## src/rtl/sdith_online_pkg.sv

```systemverilog
// Shared definitions for the SDitH online-phase scheduler: FSM encoding, widths and
// per-parameter-set constants.
`ifndef CLOG2
`define CLOG2(x) (((x) <= 1) ? 1 : $clog2(x))
`endif

package sdith_online_pkg;

  typedef enum logic [2:0] {
    StIdle,
    StFetch,
    StLaunch,
    StWaitPc,
    StDrain,
    StWaitH2,
    StFin
  } state_t;

  localparam int unsigned TAU_L1 = 17;
  localparam int unsigned TAU_L3 = 26;
  localparam int unsigned TAU_L5 = 34;
  localparam int unsigned T_L1 = 3;
  localparam int unsigned T_L3 = 3;
  localparam int unsigned T_L5 = 4;
  localparam int unsigned D_HYPERCUBE_DEF = 8;

  // Broadcast share is {alpha, beta, v}, each T elements of 32 bits.
  function automatic int unsigned share_w(input int unsigned t);
    return 96 * t;
  endfunction

endpackage

```

## src/rtl/share_capture_buf.sv

```systemverilog
// Per-lane share capture registers with a done mask and a drain-index read mux.
module share_capture_buf #(
  parameter int unsigned N_PC    = 2,
  parameter int unsigned SHARE_W = 288,
  parameter int unsigned IDX_W   = 1
) (
  input  logic                    i_clk,
  input  logic                    i_rst,
  input  logic                    i_clr,
  input  logic [N_PC-1:0]         i_cap_en,
  input  logic [N_PC*SHARE_W-1:0] i_share,
  input  logic [IDX_W-1:0]        i_rd_idx,
  output logic [N_PC-1:0]         o_mask,
  output logic [SHARE_W-1:0]      o_share
);

  logic [SHARE_W-1:0] buf_q [N_PC];
  logic [N_PC-1:0]    mask_q;

  always_ff @(posedge i_clk) begin
    if (i_rst) begin
      mask_q <= '0;
    end else if (i_clr) begin
      mask_q <= '0;
    end else begin
      mask_q <= mask_q | i_cap_en;
    end
  end

  always_ff @(posedge i_clk) begin
    if (i_rst) begin
      for (int i = 0; i < N_PC; i++) buf_q[i] <= '0;
    end else begin
      for (int i = 0; i < N_PC; i++) begin
        if (i_cap_en[i]) buf_q[i] <= i_share[i*SHARE_W +: SHARE_W];
      end
    end
  end

  always_comb begin
    o_mask  = mask_q;
    o_share = '0;
    for (int i = 0; i < N_PC; i++) begin
      if (i_rd_idx == IDX_W'(i)) o_share = buf_q[i];
    end
  end

endmodule

```

## src/rtl/online_party_sched.sv

```systemverilog
// Online-phase scheduler: walks tau x party batches over N_PC lanes and streams the
// captured broadcast shares in canonical order into hash_2.
module online_party_sched
  import sdith_online_pkg::*;
#(
  parameter int unsigned TAU         = 17,
  parameter int unsigned D_HYPERCUBE = 8,
  parameter int unsigned T           = 3,
  parameter int unsigned N_PC        = 2,
  parameter int unsigned SHARE_W     = share_w(T)
) (
  input  logic                                i_clk,
  input  logic                                i_rst,
  input  logic                                i_start,
  input  logic                                i_abort,
  output logic                                o_busy,
  output logic                                o_done,
  output logic [`CLOG2(TAU)-1:0]              o_abrec_addr,
  output logic                                o_abrec_rd,
  output logic [N_PC-1:0]                     o_pc_start,
  output logic [`CLOG2(D_HYPERCUBE):0]        o_pc_d_base,
  input  logic [N_PC-1:0]                     i_pc_done,
  input  logic [N_PC*SHARE_W-1:0]             i_pc_share,
  output logic [SHARE_W-1:0]                  o_share,
  output logic                                o_share_valid,
  input  logic                                i_share_ready,
  input  logic                                i_h2_done
);

  localparam int unsigned TAU_W = `CLOG2(TAU);
  localparam int unsigned DB_W  = `CLOG2(D_HYPERCUBE) + 1;
  localparam int unsigned IDX_W = `CLOG2(N_PC);

  if ((D_HYPERCUBE % N_PC) != 0) begin : g_bad_npc
    $error("N_PC must divide D_HYPERCUBE");
  end

  state_t             state_q, state_d;
  logic [TAU_W-1:0]   tau_q;
  logic [DB_W-1:0]    d_base_q;
  logic [IDX_W-1:0]   idx_q;
  logic               h2_seen_q;
  logic [N_PC-1:0]    mask;
  logic [N_PC-1:0]    cap_en;
  logic [SHARE_W-1:0] buf_share;
  logic               start_go, accept, idx_last, batch_last, d_last, tau_last;
  logic               mask_full, buf_clr;

  always_comb begin
    start_go   = (state_q == StIdle) && i_start && !i_abort;
    // Only first done per lane per batch is captured; repeats are dropped.
    cap_en     = ((state_q == StWaitPc) && !i_abort) ? (i_pc_done & ~mask) : '0;
    mask_full  = &(mask | cap_en);
    accept     = (state_q == StDrain) && i_share_ready;
    idx_last   = (idx_q == IDX_W'(N_PC - 1));
    batch_last = accept && idx_last;
    d_last     = (d_base_q == DB_W'(D_HYPERCUBE - N_PC));
    tau_last   = (tau_q == TAU_W'(TAU - 1));
    buf_clr    = i_abort || start_go || batch_last;
  end

  share_capture_buf #(
    .N_PC    (N_PC),
    .SHARE_W (SHARE_W),
    .IDX_W   (IDX_W)
  ) u_buf (
    .i_clk    (i_clk),
    .i_rst    (i_rst),
    .i_clr    (buf_clr),
    .i_cap_en (cap_en),
    .i_share  (i_pc_share),
    .i_rd_idx (idx_q),
    .o_mask   (mask),
    .o_share  (buf_share)
  );

  always_ff @(posedge i_clk) begin
    if (i_rst) begin
      state_q <= StIdle;
    end else begin
      state_q <= state_d;
    end
  end

  always_comb begin
    state_d = state_q;
    if (i_abort) begin
      state_d = StIdle;
    end else begin
      unique case (state_q)
        StIdle:   if (i_start) state_d = StFetch;
        StFetch:  state_d = StLaunch;
        StLaunch: state_d = StWaitPc;
        StWaitPc: if (mask_full) state_d = StDrain;
        StDrain: begin
          if (batch_last) begin
            if (!d_last)       state_d = StLaunch;
            else if (tau_last) state_d = StWaitH2;
            else               state_d = StFetch;
          end
        end
        // The live pulse counts too, so o_done lands one cycle after a late i_h2_done.
        StWaitH2: if (h2_seen_q || i_h2_done) state_d = StFin;
        StFin:    state_d = StIdle;
        default:  state_d = StIdle;
      endcase
    end
  end

  always_ff @(posedge i_clk) begin
    if (i_rst || i_abort) begin
      tau_q     <= '0;
      d_base_q  <= '0;
      idx_q     <= '0;
      h2_seen_q <= 1'b0;
    end else begin
      if (start_go) begin
        tau_q     <= '0;
        d_base_q  <= '0;
        idx_q     <= '0;
        h2_seen_q <= 1'b0;
      end else if ((state_q != StIdle) && i_h2_done) begin
        h2_seen_q <= 1'b1;
      end
      if (accept) begin
        if (idx_last) begin
          idx_q <= '0;
          if (d_last) begin
            d_base_q <= '0;
            tau_q    <= tau_last ? '0 : tau_q + TAU_W'(1);
          end else begin
            d_base_q <= d_base_q + DB_W'(N_PC);
          end
        end else begin
          idx_q <= idx_q + IDX_W'(1);
        end
      end
    end
  end

  always_comb begin
    o_busy        = (state_q != StIdle);
    o_done        = (state_q == StFin);
    o_abrec_rd    = (state_q == StFetch);
    o_pc_start    = {N_PC{state_q == StLaunch}};
    o_share_valid = (state_q == StDrain);
    o_abrec_addr  = tau_q;
    o_pc_d_base   = d_base_q;
    o_share       = buf_share;
  end

endmodule

```

## config.mk

```make
export PLATFORM = sky130hd
export DESIGN_NAME = online_party_sched
export DESIGN_NICKNAME = d
export VERILOG_FILES = /design/src/rtl/sdith_online_pkg.sv /design/src/rtl/share_capture_buf.sv /design/src/rtl/online_party_sched.sv
export SDC_FILE = /design/constraint.sdc
export NUM_CORES = 1
export LEC_CHECK = 0
export BUFFER_PORTS_ARGS = -buffer_cell sky130_fd_sc_hd__buf_2
export CAP_MARGIN = 20
export CORE_AREA = 2 2 349 351
export DETAILED_ROUTE_END_ITERATION = 6
export DIE_AREA = 0 0 351 353
export PLACE_DENSITY = 0.47
export SETUP_SLACK_MARGIN = 0.2
export SYNTH_ARGS = -nofsm -noshare
export SYNTH_HDL_FRONTEND = slang
export SYNTH_SLANG_ARGS = --single-unit
```

## constraint.sdc

```tcl
create_clock -name i_clk -period 8.81 [get_ports i_clk]
set_clock_uncertainty 0.1 [all_clocks]
set_input_delay 1.762 -clock i_clk [delete_from_list [all_inputs] [get_ports i_clk]]
set_output_delay 1.762 -clock i_clk [all_outputs]
set_load 0.005 [all_outputs]
```

==> flow_metrics.env <==
export IMPL_setup_slack_ps=3980
export IMPL_wirelength_mm=79.5
export IMPL_clk_latency_ps=610
export IMPL_wl_per_cell_um=18.9
export IMPL_pin_count=887
export IMPL_p_leak_uw=0.0140
export IMPL_start_util=0.212
export IMPL_dpl_hpwl_mm=56.2
export IMPL_synthCells=1648
export IMPL_final_util=0.282
export IMPL_cts_tree="built"
export IMPL_clk_pin_slew_ps=60
export IMPL_post_cts_resized=0
export IMPL_h_tree_depth=3
export IMPL_synth_flop_cell="edfxtp_1"
export IMPL_vias_per_cell=3.84
export IMPL_path_max_fanout=115
export IMPL_nets=3110
export IMPL_fmax_mhz=207
export IMPL_ys_seq_area_frac=0.690
export IMPL_io_buffers=886
export IMPL_ys_async_sr_fraction=0
export IMPL_powerDensity_nw_per_um2=188
export IMPL_setup_tns_ps=0
export IMPL_drive_above_1_share=0.503
export IMPL_cts_buffer_depth=3
export IMPL_die_area_sq_um=124000
export IMPL_ys_ff_latch=592
export IMPL_yosysWarnings=0
export IMPL_maxCapViolCount=0
export IMPL_clockRootBuffer="clkbuf_16"
export IMPL_required_ps=6950
export IMPL_finalCritPeriodShare=0.549
export IMPL_grt_pass1_vias=16500
export IMPL_grt_start_max_net_pins=243
export IMPL_finalNonFillerCells=4212
export IMPL_cts_setup_buffers=0
export IMPL_design_area_sq_um=34000
export IMPL_cpMaxStageDelayCell="dfxtp_4"
export IMPL_numCtsBuffers=75
export IMPL_drcViolationCount=0
export IMPL_drtAntennaViolNets=0
export IMPL_critPathKind="flip-flop to output pin"
export IMPL_slew_violations=0
export IMPL_slowest_delay_ps=630
export IMPL_cts_sinks=592
export IMPL_grt_pass1_wl_mm=112
export IMPL_dpl_cell_count=4071
export IMPL_pre_cts_ws_ps=4070
export IMPL_vias=16200
export IMPL_hold_class="flip-flop to flip-flop"
export IMPL_worstPathCellList="buf_12, buf_4, mux2_2, buf_2"
export IMPL_ys_types=40
export IMPL_overflow=0
export IMPL_synth_edf_count=576
export IMPL_dr_pass1_iters=4
export IMPL_die_y_um=353
export IMPL_worst_slew_pin_slew_ps=1350
export IMPL_setup_viol=0
export IMPL_antenna_found_initial=42
export IMPL_grtUsageTotal=0.122
export IMPL_dr_first_iter_drc_count=913
export IMPL_syn_num_nets=2235
export IMPL_arrival_ps=2970
export IMPL_synthToLayoutAreaGrowth_pct=33.2
export IMPL_vdd_ir_drop_max_mv=0.140
export IMPL_finalHoldViolations=0
export IMPL_placementRows=128
export IMPL_status="finished clean"
export IMPL_holdBufCountCts=0
export IMPL_syn_mean_instance_area_sq_um=15.5
export IMPL_core_region_area_sq_um=121000
export IMPL_layout_min_cycle_time_ps=4830
export IMPL_endpoint_kind="output pin"
export IMPL_rsz0062_at_grt="no"
export IMPL_placed_cell_area_sq_um=31700
export IMPL_maxSlewHeadroom=0.101
export IMPL_gp_congestion=0.777
export IMPL_fp_dieW_um=351
export IMPL_crit_path_start_kind="flip-flop"
export IMPL_syn_area_sq_um=25500
-- flip-flops by register name, indices dropped and copies added, names as in the netlist --
register / count
o_pc_d_base: 4
u_buf.buf_q: 576
u_buf.o_mask: 2
o_abrec_addr: 5
h2_seen_q: 1
idx_last: 1
state_q: 3
-- final timing paths --
kind                                  from                   to  slack [ps]  cells after the start
worst min-delay path             h2_seen_q            h2_seen_q         380                      2
worst max register to register  state_q[1]  u_buf.buf_q[0][437]        5360                      5
worst min register to register   h2_seen_q            h2_seen_q         380                      2
worst max-delay path              idx_last          o_share[86]        3980                      4
-- metrics by stage --
stage | hold slack, ps | total power [uW]
after floorplan | 338 | 3380
after global placement | 360 | 3620
after global routing | 401 | 6630
after detailed placement | 364 | 3620
after CTS | 379 | 6500
final | 378 | 6390
-- cells in the mapped netlist, types with 4 or more instances --
master | count | share of area
mux2_2 | 288 | 0.13
dfxtp_1 | 16 | 0.013
nor2_1 | 5 | 0.00074
clkbuf_2 | 51 | 0.010
a21oi_1 | 14 | 0.0027
and2_1 | 580 | 0.14
nor3_1 | 6 | 0.0012
clkbuf_1 | 29 | 0.0043
nand2b_1 | 6 | 0.0015
buf_2 | 20 | 0.0039
nand2_1 | 4 | 0.00059
nand3_1 | 10 | 0.0020
edfxtp_1 | 576 | 0.68
inv_1 | 5 | 0.00074
-- kinds of logic after synthesis --
| group | share of synthesized area |
|---|---|
| and+or+nand+nor | 0.154 |
| DFF | 0.690 |
| muxes | 0.127 |
| buffers and inverters | 0.0192 |
| AOI/OAI and AO/OA | 0.00735 |
| adders and majority gates | 0.00147 |
| xor gates and xnor gates | 0.000343 |
-- metal layers --
layer | vias to the layer above | wire length (um) | GRT usage
li1 | 7652 | - | -
met1 | 7667 | 30500 | 0.140
met2 | 636 | 37700 | 0.203
met3 | 172 | 8630 | 0.0549
met4 | 62 | 2320 | 0.0405
met5 | - | 400 | 0
-- power by group --
group / internal [uW] / switching [uW] / total (uW)
combinational: 177 / 168 / 345
clock: 1640 / 1200 / 2840
sequential: 3180 / 27.9 / 3200
total: 4990 / 1400 / 6390
-- cells in the final DEF (no fill, tap or decap), types with 3 or more instances in the layout --
| cell type | synthesis | routed |
|---|---|---|
| nand2b_1 | 6 | 4 |
| and2_1 | 580 | 580 |
| buf_4 | 1 | 5 |
| or2_2 | 3 | 3 |
| o22ai_1 | 3 | 3 |
| clkbuf_16 | 0 | 77 |
| nand3b_1 | 3 | 3 |
| nand3_1 | 10 | 10 |
| nor3_1 | 6 | 6 |
| mux2_2 | 288 | 288 |
| nand2_1 | 4 | 4 |
| clkinv_1 | 0 | 9 |
| dfxtp_1 | 16 | 15 |
| edfxtp_1 | 576 | 576 |
| inv_1 | 5 | 5 |
| diode_2 | 0 | 12 |
| a21oi_1 | 14 | 14 |
| nor2_1 | 5 | 5 |
| clkinv_2 | 0 | 11 |
| buf_2 | 20 | 886 |
| ha_1 | 3 | 3 |
| and3_1 | 3 | 3 |
| clkbuf_1 | 29 | 23 |
| clkinv_8 | 0 | 4 |
| buf_12 | 0 | 8 |
-- worst max-delay path, delay by kind of cell, from the launching register on --
kind,cells,cell delay (ps)
buffers and inverters,3,1120
flip-flops,1,630
multiplexers,1,450
-- area by class of cell --
type | count | area, sq um
antenna | 12 | 30.0
clock buffer | 101 | 2030
clock inverter | 28 | 208
fill | 12600 | 86600
inverter | 5 | 18.8
multi-input combinational | 950 | 7440
sequential | 592 | 17600
tap | 1625 | 2030
timing repair buffer | 899 | 4630
Note: power is estimated with default switching activity, not from simulation.
